## src/rtl/uart_tx_if.sv

```systemverilog
// Byte-write handshake and serial line of the UART transmitter.
// The bench or host drives the master side and uart_tx sits on the slave side.
interface uart_tx_if;
    logic       wr;
    logic [7:0] din;
    logic       rdy;
    logic       tx;
    logic       busy;

    modport master (output wr, output din, input rdy, input tx, input busy);
    modport slave  (input wr, input din, output rdy, output tx, output busy);
endinterface

```

## src/rtl/uart_tx.sv

```systemverilog
// UART transmitter: start bit, LSB-first data, optional parity and stop bits.
// Each bit lasts BIT_TIME clocks, and every output comes straight from a register.
module uart_tx #(
    parameter int BIT_TIME  = 417,
    parameter int DATA_BITS = 8,
    parameter int PARITY    = 0,
    parameter int STOP_BITS = 1
) (
    input  logic clk,
    input  logic rst,
    uart_tx_if.slave bus
);

    localparam int             CW        = $clog2(BIT_TIME);
    localparam logic [CW-1:0]  CNT_LAST  = CW'(BIT_TIME - 1);
    localparam logic [2:0]     IDX_LAST  = 3'(DATA_BITS - 1);
    localparam logic [7:0]     DATA_MASK = 8'((1 << DATA_BITS) - 1);
    localparam logic           STOP_LAST = 1'(STOP_BITS - 1);
    localparam logic           PAR_ODD   = (PARITY == 1);

    typedef enum logic [2:0] {S_IDLE, S_START, S_DATA, S_PARITY, S_STOP} state_t;

    state_t        state;
    logic [CW-1:0] cnt;
    logic [2:0]    bit_idx;
    logic          stop_cnt;
    logic [7:0]    shift_reg;
    logic          par_bit;
    logic          tx_r;
    logic          rdy_r;
    logic          busy_r;
    logic          bit_end;

    assign bit_end  = (cnt == CNT_LAST);
    assign bus.tx   = tx_r;
    assign bus.rdy  = rdy_r;
    assign bus.busy = busy_r;

    // Parity is latched together with the byte so later din changes cannot affect the frame.
    always_ff @(posedge clk) begin
        if (rst) begin
            state     <= S_IDLE;
            cnt       <= '0;
            bit_idx   <= '0;
            stop_cnt  <= 1'b0;
            shift_reg <= '0;
            par_bit   <= 1'b0;
            tx_r      <= 1'b1;
            rdy_r     <= 1'b1;
            busy_r    <= 1'b0;
        end else begin
            if (state != S_IDLE)
                cnt <= bit_end ? '0 : cnt + 1'b1;

            case (state)
                S_IDLE: begin
                    if (bus.wr) begin
                        shift_reg <= bus.din & DATA_MASK;
                        par_bit   <= (^(bus.din & DATA_MASK)) ^ PAR_ODD;
                        cnt       <= '0;
                        state     <= S_START;
                        tx_r      <= 1'b0;
                        rdy_r     <= 1'b0;
                        busy_r    <= 1'b1;
                    end
                end
                S_START: begin
                    if (bit_end) begin
                        state <= S_DATA;
                        tx_r  <= shift_reg[0];
                    end
                end
                S_DATA: begin
                    if (bit_end) begin
                        shift_reg <= shift_reg >> 1;
                        if (bit_idx == IDX_LAST) begin
                            bit_idx <= '0;
                            if (PARITY != 0) begin
                                state <= S_PARITY;
                                tx_r  <= par_bit;
                            end else begin
                                state <= S_STOP;
                                tx_r  <= 1'b1;
                            end
                        end else begin
                            bit_idx <= bit_idx + 1'b1;
                            tx_r    <= shift_reg[1];
                        end
                    end
                end
                S_PARITY: begin
                    if (bit_end) begin
                        state <= S_STOP;
                        tx_r  <= 1'b1;
                    end
                end
                S_STOP: begin
                    if (bit_end) begin
                        if (stop_cnt == STOP_LAST) begin
                            stop_cnt <= 1'b0;
                            state    <= S_IDLE;
                            rdy_r    <= 1'b1;
                            busy_r   <= 1'b0;
                        end else begin
                            stop_cnt <= stop_cnt + 1'b1;
                        end
                    end
                end
                default: begin
                    state  <= S_IDLE;
                    tx_r   <= 1'b1;
                    rdy_r  <= 1'b1;
                    busy_r <= 1'b0;
                end
            endcase
        end
    end

endmodule
```

## src/flat_wrapper.sv

```systemverilog
// flat-port wrapper written by rule: the top's interface ports become plain ports
module uart_tx_flat 
#(
    parameter int BIT_TIME  = 417,
    parameter int DATA_BITS = 8,
    parameter int PARITY    = 0,
    parameter int STOP_BITS = 1
)
  (clk, rst, bus_wr, bus_din, bus_rdy, bus_tx, bus_busy);
  uart_tx_if bus_i ();
  input  logic clk;
  input  logic rst;
  input wire logic [$bits(bus_i.wr)-1:0] bus_wr;
  input wire logic [$bits(bus_i.din)-1:0] bus_din;
  output wire logic [$bits(bus_i.rdy)-1:0] bus_rdy;
  output wire logic [$bits(bus_i.tx)-1:0] bus_tx;
  output wire logic [$bits(bus_i.busy)-1:0] bus_busy;
  assign bus_i.wr = bus_wr;
  assign bus_i.din = bus_din;
  assign bus_rdy = bus_i.rdy;
  assign bus_tx = bus_i.tx;
  assign bus_busy = bus_i.busy;
  uart_tx #(.BIT_TIME(BIT_TIME), .DATA_BITS(DATA_BITS), .PARITY(PARITY), .STOP_BITS(STOP_BITS)) u_core (.clk(clk), .rst(rst), .bus(bus_i));
endmodule
```

## config.mk

```make
export PLATFORM = sky130hd
export DESIGN_NAME = uart_tx_flat
export DESIGN_NICKNAME = d
export VERILOG_FILES = /design/src/rtl/uart_tx_if.sv /design/src/rtl/uart_tx.sv /design/src/flat_wrapper.sv
export SDC_FILE = /design/constraint.sdc
export NUM_CORES = 1
export LEC_CHECK = 0
export ABC_AREA = 1
export BUFFER_PORTS_ARGS = -buffer_cell sky130_fd_sc_hd__buf_2
export CELL_PAD_IN_SITES_DETAIL_PLACEMENT = 0
export CELL_PAD_IN_SITES_GLOBAL_PLACEMENT = 1
export CORE_MARGIN = 8
export CORE_UTILIZATION = 36
export CTS_BUF_LIST = sky130_fd_sc_hd__clkbuf_8
export DETAILED_ROUTE_END_ITERATION = 16
export PLACE_DENSITY = 0.7
export SKIP_CTS_REPAIR_TIMING = 1
export SLEW_MARGIN = 10
export SYNTH_ARGS = -nofsm -noshare
export SYNTH_HDL_FRONTEND = slang
export SYNTH_SLANG_ARGS = --single-unit
```

## constraint.sdc

```tcl
create_clock -name clk -period 1.9 [get_ports clk]
set_input_delay 0.57 -clock clk [delete_from_list [all_inputs] [get_ports clk]]
set_output_delay 0.57 -clock clk [all_outputs]
set_load 0.01 [all_outputs]
```

==> flow_summary.json, run 1 <==
{
  "ys.flop_type": "sky130_fd_sc_hd__dfxtp_1",
  "post-layout-total-power_mw": 1.922,
  "fill_cells": 404,
  "arithmetic_cell_share_of_the_synthesized_area_counting_full_adders_half_adders_and_majority_gates_pct": 3.626,
  "final-setup-viol-count": 0,
  "maxClockFrequency_ghz": 0.6330,
  "post_synthesis_sequential_area_ratio_pct": 37.72,
  "finalCritPeriodShare_pct": 83.15,
  "relSlewSlack_pct": 70.97,
  "worstReg2RegStart": "u_core.cnt[0]$_SDFF_PP0_",
  "cp_slowest_cell": "sky130_fd_sc_hd__dfxtp_1",
  "synth_edf_count": 0,
  "start_kind": "flop",
  "maxCapViolCount": 0,
  "post_route_cells_drive_above_1_share_pct": 16.67,
  "crit_fanout": 8,
  "finalWorstPathRequiredPeriod_ns": 1.580,
  "hold_violations": 0,
  "placeableCoreArea_um2": 3661,
  "post_drt_wl_per_cell_um": 11.09,
  "unrepaired_setup_endpoints_after_global_routing": "no",
  "synth_area_per_cell_um2": 6.832,
  "yosys_register_bits": 26,
  "cts.clk_slew.worst_paths_ns": 0.09,
  "gr-total-overflow": 0,
  "cts.sinks": 26,
  "tritoncts": "built",
  "count_of_buffers_from_port_buffering": 13,
  "io_pins": 14,
  "areaGrowthSynthToFinish_pct": 11.15,
  "hold_path.class": "reg -> reg",
  "die_y_um": 77.92,
  "multiInputGateArea_um2": 739.5,
  "fin_worst_skew_ns": 0.003116,
  "design.die.area_um2": 6071,
  "asyncSetResetFlopFracSynth_pct": 0,
  "worstSetupPathType": "reg -> reg",
  "synth.mux.area_fraction_pct": 0,
  "ff_latch_area_um2": 520.5,
  "mostFrequentLayoutCells": "sky130_fd_sc_hd__nand2_1 (53), sky130_fd_sc_hd__nor2_1 (32), sky130_fd_sc_hd__dfxtp_1 (26), sky130_fd_sc_hd__inv_1 (17), sky130_fd_sc_hd__a21oi_1 (17)",
  "timing.critical_path.to_type": "flop",
  "dieWidth_um": 77.92,
  "largest_register_ff_count": 9,
  "syn-cell-area_um2": 1380,
  "grt_pass1_vias": 1213,
  "drt_pre_antenna_iters": 4,
  "synth_compound_area_share_pct": 14.14,
  "met3_length_um": 76,
  "gr-usage-all-layers_pct": 10.57,
  "finalNetCount": 232,
  "crit_path_cell_trace": "inv_1, ha_1, nand2_1, nor2_1, nand2_2, nor2_4, inv_2, nand2_4, inv_2, nor2_1, nor2_1",
  "netlist-cell-type-count": 25,
  "largest_family_of_logic_cells_by_synthesized_area": "simple AND/OR/NAND/NOR gates",
  "fin_setup_tns_ns": 0,
  "synth_xor_xnor_area_share_pct": 0.6346,
  "antenna_found_initial": 0,
  "grt_start_max_net_pins": 16,
  "grt_first_pass_wirelength_um": 5264,
  "critPathMostFrequentCell": "sky130_fd_sc_hd__nor2_1",
  "max-clock-path-buffers": 2,
  "antenna_cells_inserted": 0,
  "num_vias": 1220,
  "worst_slew_pin_slew_ns": 0.4350,
  "initialDrtViolationCount": 39,
  "core.rowCount": 22,
  "detailedPlacementHpwl_um": 2229,
  "wl_met1_um": 1418,
  "cp_data_required_time_ns": 2.07,
  "vias_per_cell": 4.621,
  "routed.top_layer": "met4",
  "worstHoldStart": "u_core.bit_idx[0]$_SDFFE_PP0P_",
  "clk_latency_ns": 0.27,
  "critical_path.max_stage_delay_ns": 0.33,
  "outcome": "completed",
  "crit_start": "u_core.cnt[0]$_SDFF_PP0_",
  "powerDensity_nw_per_um2": 1253,
  "synth.net_count": 217,
  "numCtsBuffers": 3,
  "initial_core_util_pct": 37.70,
  "root_buffer": "sky130_fd_sc_hd__clkbuf_8",
  "synthesis.instances": 202,
  "wl_met2_um": 1373,
  "drt_wl_total_um": 2927,
  "mostFrequentLayoutCell": "sky130_fd_sc_hd__nand2_1",
  "cp_data_arrival_time_ns": 1.75,
  "maxSlewViolCount": 0,
  "detail_route.drc_violations": 0,
  "place_congestion": 0.7534,
  "leakage_nw": 0.6709,
  "antenna_left": 0,
  "h-tree-depth": 1,
  "peakVddDrop_v": 0.0005335,
  "synthSimpleGateAreaFrac_pct": 35.18,
  "ys.warnings.count": 0
}
synthesized netlist by cell type, drive strengths merged (2+ instances only):
library cell  instances  area share (%)
nand2                59              18
nor2                 37              12
dfxtp                26              38
inv                  23             6.8
a21oi                17             6.2
o21ai                15             5.4
nand3                 9             4.2
ha                    4             3.6
buf                   2             1.6
o211ai                2             1.1
layer usage:
metal | global-route usage (%) | vias up
met5 | 0 | -
met4 | 5.000 | 0
met3 | 2.304 | 5
met2 | 18.38 | 12
met1 | 11.97 | 535
li1 | - | 668
final timing paths:
check	to	slack [ns]	cells after the start
setup / recovery	u_core.shift_reg[5]$_SDFFE_PP0P_	0.32	11
hold / removal	u_core.bit_idx[0]$_SDFFE_PP0P_	0.47	1
setup reg to reg	u_core.shift_reg[5]$_SDFFE_PP0P_	0.32	11
hold reg to reg	u_core.bit_idx[0]$_SDFFE_PP0P_	0.47	1
logic make-up after synthesis:
kind of cell	Yosys count
and+or+nand+nor	108
AOI/OAI and AO/OA	37
buffers and inverters	26
DFF	26
adders and majority gates	4
xor gates and xnor gates	1
worst max-delay path, delay by kind of cell, from the launching register on:
kind                       cells  cell delay (ns)
buffers and inverters          3             0.24
DFF                            1             0.33
and+or+nand+nor                7             0.75
adders and majority gates      1             0.15
power by group:
part | internal [mW] | switching [mW]
registers | 0.663 | 0.0833
logic | 0.264 | 0.555
clock network | 0.185 | 0.171
total | 1.11 | 0.810
layout make-up:
cell class	instances	area share [%]
Multi-Input combinational cell	150	48.21
Tap cell	48	3.915
Sequential cell	26	33.93
Inverter	23	6.117
Clock buffer	4	3.589
Timing Repair Buffer	13	4.241
metrics by stage:
stage | util, % | std cells | setup WS (ns) | cell area, µm² | hold WS (ns)
3_5_place_dp | 40.40 | 260 | 0.2963 | 1479 | 0.4549
6_report | 41.90 | 264 | 0.3202 | 1534 | 0.4672
2_1_floorplan | - | 202 | 0.5582 | 1380 | 0.4284
5_1_grt | 41.90 | 264 | 0.1581 | 1534 | 0.4958
3_3_place_gp | 40.40 | 260 | 0.3323 | 1479 | 0.4458
4_1_cts | 41.90 | 264 | 0.2839 | 1534 | 0.4736
Power figures use the tool's default switching activity.
==> run 2, diff against run 1 <==
--- a/config.mk
+++ b/config.mk
@@ -5,7 +5,7 @@
 export SDC_FILE = /design/constraint.sdc
 export NUM_CORES = 1
 export LEC_CHECK = 0
-export ABC_AREA = 1
+export ABC_AREA = 0
 export BUFFER_PORTS_ARGS = -buffer_cell sky130_fd_sc_hd__buf_2
 export CELL_PAD_IN_SITES_DETAIL_PLACEMENT = 0
 export CELL_PAD_IN_SITES_GLOBAL_PLACEMENT = 1
@@ -13,7 +13,7 @@
 export CORE_UTILIZATION = 36
 export CTS_BUF_LIST = sky130_fd_sc_hd__clkbuf_8
 export DETAILED_ROUTE_END_ITERATION = 16
-export PLACE_DENSITY = 0.7
+export PLACE_DENSITY = 0.67
 export SKIP_CTS_REPAIR_TIMING = 1
 export SLEW_MARGIN = 10
 export SYNTH_ARGS = -nofsm -noshare
==> constraint.sdc (replaced) <==
create_clock -name clk -period 1.65 [get_ports clk]
set_input_delay 0.495 -clock clk [delete_from_list [all_inputs] [get_ports clk]]
set_output_delay 0.495 -clock clk [all_outputs]
set_load 0.01 [all_outputs]
==> run 2 against run 1 <==
Against the previous run:
- the flow now finishes with violations (setup timing)
- cell count down 6.8%
- critical path depth is 7 lower
- clock power increased by 20%
- register-to-register slack got worse by 0.46 ns
- non-clock buffer count grew 36
- synthesized cell count is 24% lower
- final area increased by 22%
- via count rose by 8.8%
- power decreased by 31%
==> flow_summary.json, run 2 <==
{
  "worstReg2RegStart": "u_core.cnt[6]$_SDFF_PP0_",
  "gr-total-overflow": 0,
  "maxClockFrequency_ghz": 0.5599,
  "detailedPlacementHpwl_um": 2496,
  "crit_fanout": 4,
  "unrepaired_setup_endpoints_after_global_routing": "yes",
  "clk_latency_ns": 0.28,
  "critical_path_buf_inv_count": 0,
  "fin_worst_skew_ns": 0.006184,
  "post_synthesis_sequential_area_ratio_pct": 39.10,
  "relSlewSlack_pct": 77.25,
  "worstSetupPathType": "reg -> reg",
  "antenna_found_initial": 0,
  "vias_per_cell": 5.394,
  "cts.sinks": 26,
  "drt_wl_total_um": 3669,
  "antenna_cells_inserted": 0,
  "ys.warnings.count": 0,
  "largest_register_ff_count": 9,
  "number_of_non_filler_instances_in_the_completed_layout": 246,
  "dieWidth_um": 76.81,
  "failed_checks": "setup timing",
  "crit_path_cell_trace": "or4b_4, or3_4, or3b_1, a21oi_2",
  "post_route_cells_drive_above_1_share_pct": 37.88,
  "syn-cell-area_um2": 1331,
  "antenna_left": 0,
  "hold_violations": 0,
  "asyncSetResetFlopFracSynth_pct": 0,
  "synthMostInstantiatedCell": "sky130_fd_sc_hd__dfxtp_1",
  "internal_power_uw": 980.9,
  "cp_data_required_time_ns": 1.87,
  "hold_path.class": "reg -> reg",
  "h-tree-depth": 1,
  "p_seq_share_pct": 50.7,
  "dp_cells": 237,
  "areaGrowthSynthToFinish_pct": 40.60,
  "worstHoldStart": "u_core.bit_idx[0]$_SDFFE_PP0P_",
  "yosys_register_bits": 26,
  "cp_slowest_cell": "sky130_fd_sc_hd__or4b_4",
  "cts.clk_slew.worst_paths_ns": 0.09,
  "mostFrequentLayoutCell": "sky130_fd_sc_hd__buf_4",
  "fin_setup_tns_ns": -0.7996,
  "postLayoutSetupSlackWorst_ns": -0.1360,
  "root_buffer": "sky130_fd_sc_hd__clkbuf_8",
  "outcome": "finished, violations left",
  "numCtsBuffers": 3,
  "ys_top_cells_by_area": "sky130_fd_sc_hd__dfxtp_1 (39%), sky130_fd_sc_hd__mux2i_1 (6.0%), sky130_fd_sc_hd__nor2_1 (4.8%)",
  "critical_path.max_stage_delay_ns": 0.54,
  "leakage_nw": 0.7816,
  "initial_core_util_pct": 36.92,
  "core.rowCount": 22,
  "netlist-cell-type-count": 37,
  "synthesis.instances": 154,
  "max-clock-path-buffers": 2,
  "post_drt_wl_per_cell_um": 14.91,
  "peakVddDrop_v": 0.0003114,
  "p_switching_uw": 351.2,
  "maxSlewViolCount": 0,
  "grt_pass1_vias": 1236,
  "worst_slew_pin_slew_ns": 0.3382,
  "powerDensity_nw_per_um2": 711.7,
  "ys.flop_type": "sky130_fd_sc_hd__dfxtp_1",
  "synth_top_cell_area_share_pct": 39.10,
  "synth_area_per_cell_um2": 8.645,
  "placeableCoreArea_um2": 3606,
  "combPwrFrac_pct": 17.3,
  "die_y_um": 76.81,
  "detail_route.drc_violations": 0,
  "finalCritPeriodShare_pct": 108.2,
  "path_delay_family": "simple AND/OR/NAND/NOR gates",
  "gr-usage-all-layers_pct": 11.05,
  "final-setup-viol-count": 12,
  "cp_data_arrival_time_ns": 2.00,
  "worst_setup_timing_slack_at_the_placement_stage_ns": -0.1514,
  "num_vias": 1327,
  "place_congestion": 0.8118,
  "initialDrtViolationCount": 81,
  "post-synth-top-area-cell": "sky130_fd_sc_hd__dfxtp_1",
  "mostFrequentLayoutCells": "sky130_fd_sc_hd__buf_4 (33), sky130_fd_sc_hd__dfxtp_1 (22), sky130_fd_sc_hd__nor2_1 (17), sky130_fd_sc_hd__buf_2 (13), sky130_fd_sc_hd__nand2_1 (11)",
  "p_clk_share_pct": 32.1,
  "count_of_buffers_from_port_buffering": 13,
  "grt_first_pass_wirelength_um": 5540,
  "start_kind": "flop",
  "post-layout-total-power_mw": 1.332,
  "drt_pre_antenna_iters": 4,
  "grt_start_max_net_pins": 16,
  "finalWorstPathRequiredPeriod_ns": 1.786,
  "tritoncts": "built",
  "crit_start": "u_core.cnt[6]$_SDFF_PP0_",
  "netlist_top_cells_count": "sky130_fd_sc_hd__dfxtp_1 (26), sky130_fd_sc_hd__nor2_1 (17), sky130_fd_sc_hd__a21oi_1 (12), sky130_fd_sc_hd__nand2_1 (12), sky130_fd_sc_hd__mux2i_1 (8)",
  "maxCapViolCount": 0,
  "finalNetCount": 214,
  "synth.net_count": 169,
  "synth_edf_count": 0,
  "io_pins": 14,
  "power.switching_fraction_pct": 26.37,
  "timing.critical_path.to_type": "flop",
  "design.die.area_um2": 5900
}
## run 2: cell count changes in the layout (fill, tap and decap cells not counted), sizes merged, moves of 7 or more
| cell | previous run | this run |
|---|---|---|
| a211oi | 0 | 7 |
| buf | 13 | 49 |
| inv | 23 | 3 |
| mux2i | 0 | 8 |
| nand2 | 59 | 12 |
| nor2 | 37 | 17 |
| o21ai | 15 | 6 |
## run 2: kinds of logic after synthesis
group	after synthesis	synth area share, %
flip-flops	26	39.10
buffers and inverters	12	4.135
adder cells (fa/ha/maj)	4	3.760
XOR/XNOR	1	0.6580
AO/OA/AOI/OAI	44	22.84
multiplexers	8	6.015
AND/OR/NAND/NOR	59	23.50
## run 2: worst register-to-register path, cell delays in order, from the launching register on
cell and delay [ns]:
sky130_fd_sc_hd__dfxtp_2 0.33, sky130_fd_sc_hd__or4b_4 0.54, sky130_fd_sc_hd__or3_4 0.36, sky130_fd_sc_hd__or3b_1 0.37, sky130_fd_sc_hd__a21oi_2 0.13
## run 2: routing by layer
metal  routed length [µm]  global-route usage (%)
met5                    0                       0
met4                  105                   4.615
met3                  119                   1.981
met2                 1860                   19.71
met1                 1583                   12.53
## run 2: metrics by stage
stage               util [%]  hold slack, ns  cell area, µm²
finish                 51.91          0.4694            1872
global route           51.91          0.5049            1872
CTS                    47.64          0.4835            1718
detailed placement     46.11          0.4729            1663
global placement       46.11          0.4545            1663
floorplan                  -          0.4444            1353
## run 2: layout make-up
cell class | instances | area, µm²
well taps | 48 | 60.06
repair buffers | 49 | 346.6
clock buffers | 4 | 55.05
fillers | 335 | 1734
multi-input cells | 116 | 870.8
flip-flops and latches | 26 | 528.0
inverters | 3 | 11.26
## run 2: worst paths after layout
check | end | cells after the start | slack [ns]
setup / recovery | u_core.bit_idx[1]$_SDFFE_PP0P_ | 4 | -0.14
hold / removal | u_core.bit_idx[0]$_SDFFE_PP0P_ | 2 | 0.47
setup reg to reg | u_core.bit_idx[1]$_SDFFE_PP0P_ | 4 | -0.14
hold reg to reg | u_core.bit_idx[0]$_SDFFE_PP0P_ | 2 | 0.47
## run 2: power by group through the flow
stage                     combinational, mW  sequential (mW)  clock (mW)
after detailed placement              0.198            0.688           0
after CTS                             0.199            0.673       0.435
after global placement                0.194            0.687           0
after global routing                  0.255            0.679       0.456
after floorplan                       0.113            0.690           0
final                                 0.230            0.675       0.427
==> run 3, diff against run 2 <==
--- a/config.mk
+++ b/config.mk
@@ -6,16 +6,16 @@
 export NUM_CORES = 1
 export LEC_CHECK = 0
 export ABC_AREA = 0
-export BUFFER_PORTS_ARGS = -buffer_cell sky130_fd_sc_hd__buf_2
 export CELL_PAD_IN_SITES_DETAIL_PLACEMENT = 0
 export CELL_PAD_IN_SITES_GLOBAL_PLACEMENT = 1
 export CORE_MARGIN = 8
 export CORE_UTILIZATION = 36
 export CTS_BUF_LIST = sky130_fd_sc_hd__clkbuf_8
 export DETAILED_ROUTE_END_ITERATION = 16
-export PLACE_DENSITY = 0.67
+export DONT_BUFFER_PORTS = 1
+export PLACE_DENSITY = 0.63
+export RECOVER_POWER = 25
 export SKIP_CTS_REPAIR_TIMING = 1
-export SLEW_MARGIN = 10
 export SYNTH_ARGS = -nofsm -noshare
 export SYNTH_HDL_FRONTEND = slang
 export SYNTH_SLANG_ARGS = --single-unit
==> run 3 against run 2 <==
Against the previous run:
- power increased by 3.8%
- fmax rose by 0.52%
- clock power grew 24%
- sequential share of layout area grew 1.1 points
- combinational power decreased by 24%
- non-clock buffer count fell by 14
- global-route usage down 0.25 points
- critical endpoint unchanged
- routed wire length decreased by 5.0%
- clock-buffer cell count decreased by 1
- the flow still finishes with violations (setup timing)
- utilization shrank 1.9 points
- die area did not move
==> flow_summary.json, run 3 (same netlist as run 2, synthesis figures left out) <==
{
  "post_drt_wl_per_cell_um": 15.03,
  "numCtsBuffers": 3,
  "grt_first_pass_wirelength_um": 5361,
  "place_congestion": 0.8077,
  "wl_met1_um": 1596,
  "cp_data_arrival_time_ns": 1.99,
  "io_pins": 14,
  "relSlewSlack_pct": 79.37,
  "wl_met2_um": 1739,
  "final-setup-viol-count": 11,
  "p_clk_share_pct": 38.3,
  "worst_slew_pin_slew_ns": 0.3063,
  "post-layout-total-power_mw": 1.383,
  "met3_length_um": 131,
  "design.die.area_um2": 5900,
  "grt_start_max_net_pins": 31,
  "whs_ns": 0.2809,
  "failed_checks": "setup timing",
  "dpl_cell_area_um2": 1598,
  "antenna_cells_inserted": 0,
  "dieWidth_um": 76.81,
  "maxSlewViolCount": 0,
  "detail_route.drc_violations": 0,
  "grt_pass1_vias": 1173,
  "initialDrtViolationCount": 56,
  "tritoncts": "built",
  "finalNetCount": 200,
  "combPwrFrac_pct": 12.6,
  "fin_setup_tns_ns": -0.5123,
  "gr-usage-all-layers_pct": 10.81,
  "number_of_non_filler_instances_in_the_completed_layout": 232,
  "finalWorstPathRequiredPeriod_ns": 1.777,
  "cp_data_required_time_ns": 1.86,
  "areaGrowthSynthToFinish_pct": 35.34,
  "cts.sinks": 26,
  "core.rowCount": 22,
  "powerDensity_nw_per_um2": 767.4,
  "power.switching_fraction_pct": 22.88,
  "largest_register_ff_count": 9,
  "internal_power_mw": 1.066,
  "gr-total-overflow": 0,
  "root_buffer": "sky130_fd_sc_hd__clkbuf_8",
  "mostFrequentLayoutCell": "sky130_fd_sc_hd__buf_4",
  "antenna_found_initial": 0,
  "crit_fanout": 3,
  "start_kind": "flop",
  "fin_worst_skew_ns": 0.004553,
  "maxClockFrequency_ghz": 0.5628,
  "p_seq_share_pct": 49.2,
  "drt_pre_antenna_iters": 4,
  "cts.clk_slew.worst_paths_ns": 0.09,
  "routed.top_layer": "met4",
  "num_vias": 1269,
  "critical_path.max_stage_delay_ns": 0.53,
  "dp_cells": 224,
  "peakVddDrop_v": 0.0003096,
  "count_of_buffers_from_port_buffering": 0,
  "h-tree-depth": 1,
  "hold_path.class": "in -> reg",
  "die_y_um": 76.81,
  "crit_path_cell_trace": "or4b_4, or3_4, or3b_4, a21oi_2",
  "post_route_cells_drive_above_1_share_pct": 33.70,
  "postLayoutSetupSlackWorst_ns": -0.1268,
  "vias_per_cell": 5.470,
  "drt_wl_total_um": 3486,
  "critical_path_buf_inv_count": 0,
  "hold_violations": 0,
  "initial_core_util_pct": 36.92,
  "path_delay_family": "simple AND/OR/NAND/NOR gates",
  "finalCritPeriodShare_pct": 107.7,
  "clk_latency_ns": 0.27,
  "leakage_nw": 0.7295,
  "worstSetupPathType": "reg -> reg",
  "cp_slowest_cell": "sky130_fd_sc_hd__or4b_4",
  "max-clock-path-buffers": 2,
  "antenna_left": 0,
  "mostFrequentLayoutCells": "sky130_fd_sc_hd__buf_4 (32), sky130_fd_sc_hd__dfxtp_1 (22), sky130_fd_sc_hd__nor2_1 (17), sky130_fd_sc_hd__nand2_1 (11), sky130_fd_sc_hd__a21oi_1 (11)",
  "maxCapViolCount": 0,
  "outcome": "finished, violations left",
  "p_switching_uw": 316.4,
  "unrepaired_setup_endpoints_after_global_routing": "yes",
  "placeableCoreArea_um2": 3606,
  "timing.critical_path.to_type": "flop",
  "detailedPlacementHpwl_um": 2424,
  "final_cell_area_um2": 1802
}
-- run 3: cell types whose count changed in the layout (fill, tap and decap cells not counted), sizes merged --
cell and change:
buf -15, bufinv +1
-- run 3: routing by layer --
| metal | GRT usage (%) | up-vias |
|---|---|---|
| li1 | - | 640 |
| met1 | 13.60 | 614 |
| met2 | 17.59 | 13 |
| met3 | 2.564 | 2 |
| met4 | 3.462 | 0 |
| met5 | 0 | - |
-- run 3: power groups by stage --
| stage | Sequential [mW] | Clock [mW] | Combinational, mW |
|---|---|---|---|
| final | 0.680 | 0.529 | 0.174 |
| after global routing | 0.684 | 0.567 | 0.190 |
| after CTS | 0.679 | 0.548 | 0.153 |
| after detailed placement | 0.694 | 0 | 0.151 |
| after global placement | 0.693 | 0 | 0.149 |
| after floorplan | 0.690 | 0 | 0.113 |
-- run 3: layout make-up --
cell class	count	area [µm²]
Sequential cell	26	528.0
Tap cell	48	60.06
Clock buffer	3	41.29
Clock inverter	1	30.03
Timing Repair Buffer	35	267.8
Multi-Input combinational cell	116	863.3
Inverter	3	11.26
Fill cell	339	1804
-- run 3: worst reg2reg max path: stages, from the launching register on --
cell and delay [ns]:
sky130_fd_sc_hd__dfxtp_2 0.33, sky130_fd_sc_hd__or4b_4 0.53, sky130_fd_sc_hd__or3_4 0.35, sky130_fd_sc_hd__or3b_4 0.38
sky130_fd_sc_hd__a21oi_2 0.13
-- run 3: worst paths after layout --
path                                                startpoint                             end  slack (ns)  cells after the start
worst max-delay path                  u_core.cnt[6]$_SDFF_PP0_  u_core.bit_idx[1]$_SDFFE_PP0P_       -0.13                      4
worst min-delay path                                       rst  u_core.bit_idx[1]$_SDFFE_PP0P_        0.28                      1
worst max register to register        u_core.cnt[6]$_SDFF_PP0_  u_core.bit_idx[1]$_SDFFE_PP0P_       -0.13                      4
worst min register to register  u_core.bit_idx[1]$_SDFFE_PP0P_  u_core.bit_idx[1]$_SDFFE_PP0P_        0.49                      2
-- run 3: per-stage QoR --
stage	utilization, %	worst slack (ns)
floorplan	-	-0.2561
global placement	44.31	-0.07780
detailed placement	44.31	-0.2263
CTS	46.29	-0.2450
global route	49.97	-0.1707
finish	49.97	-0.1268
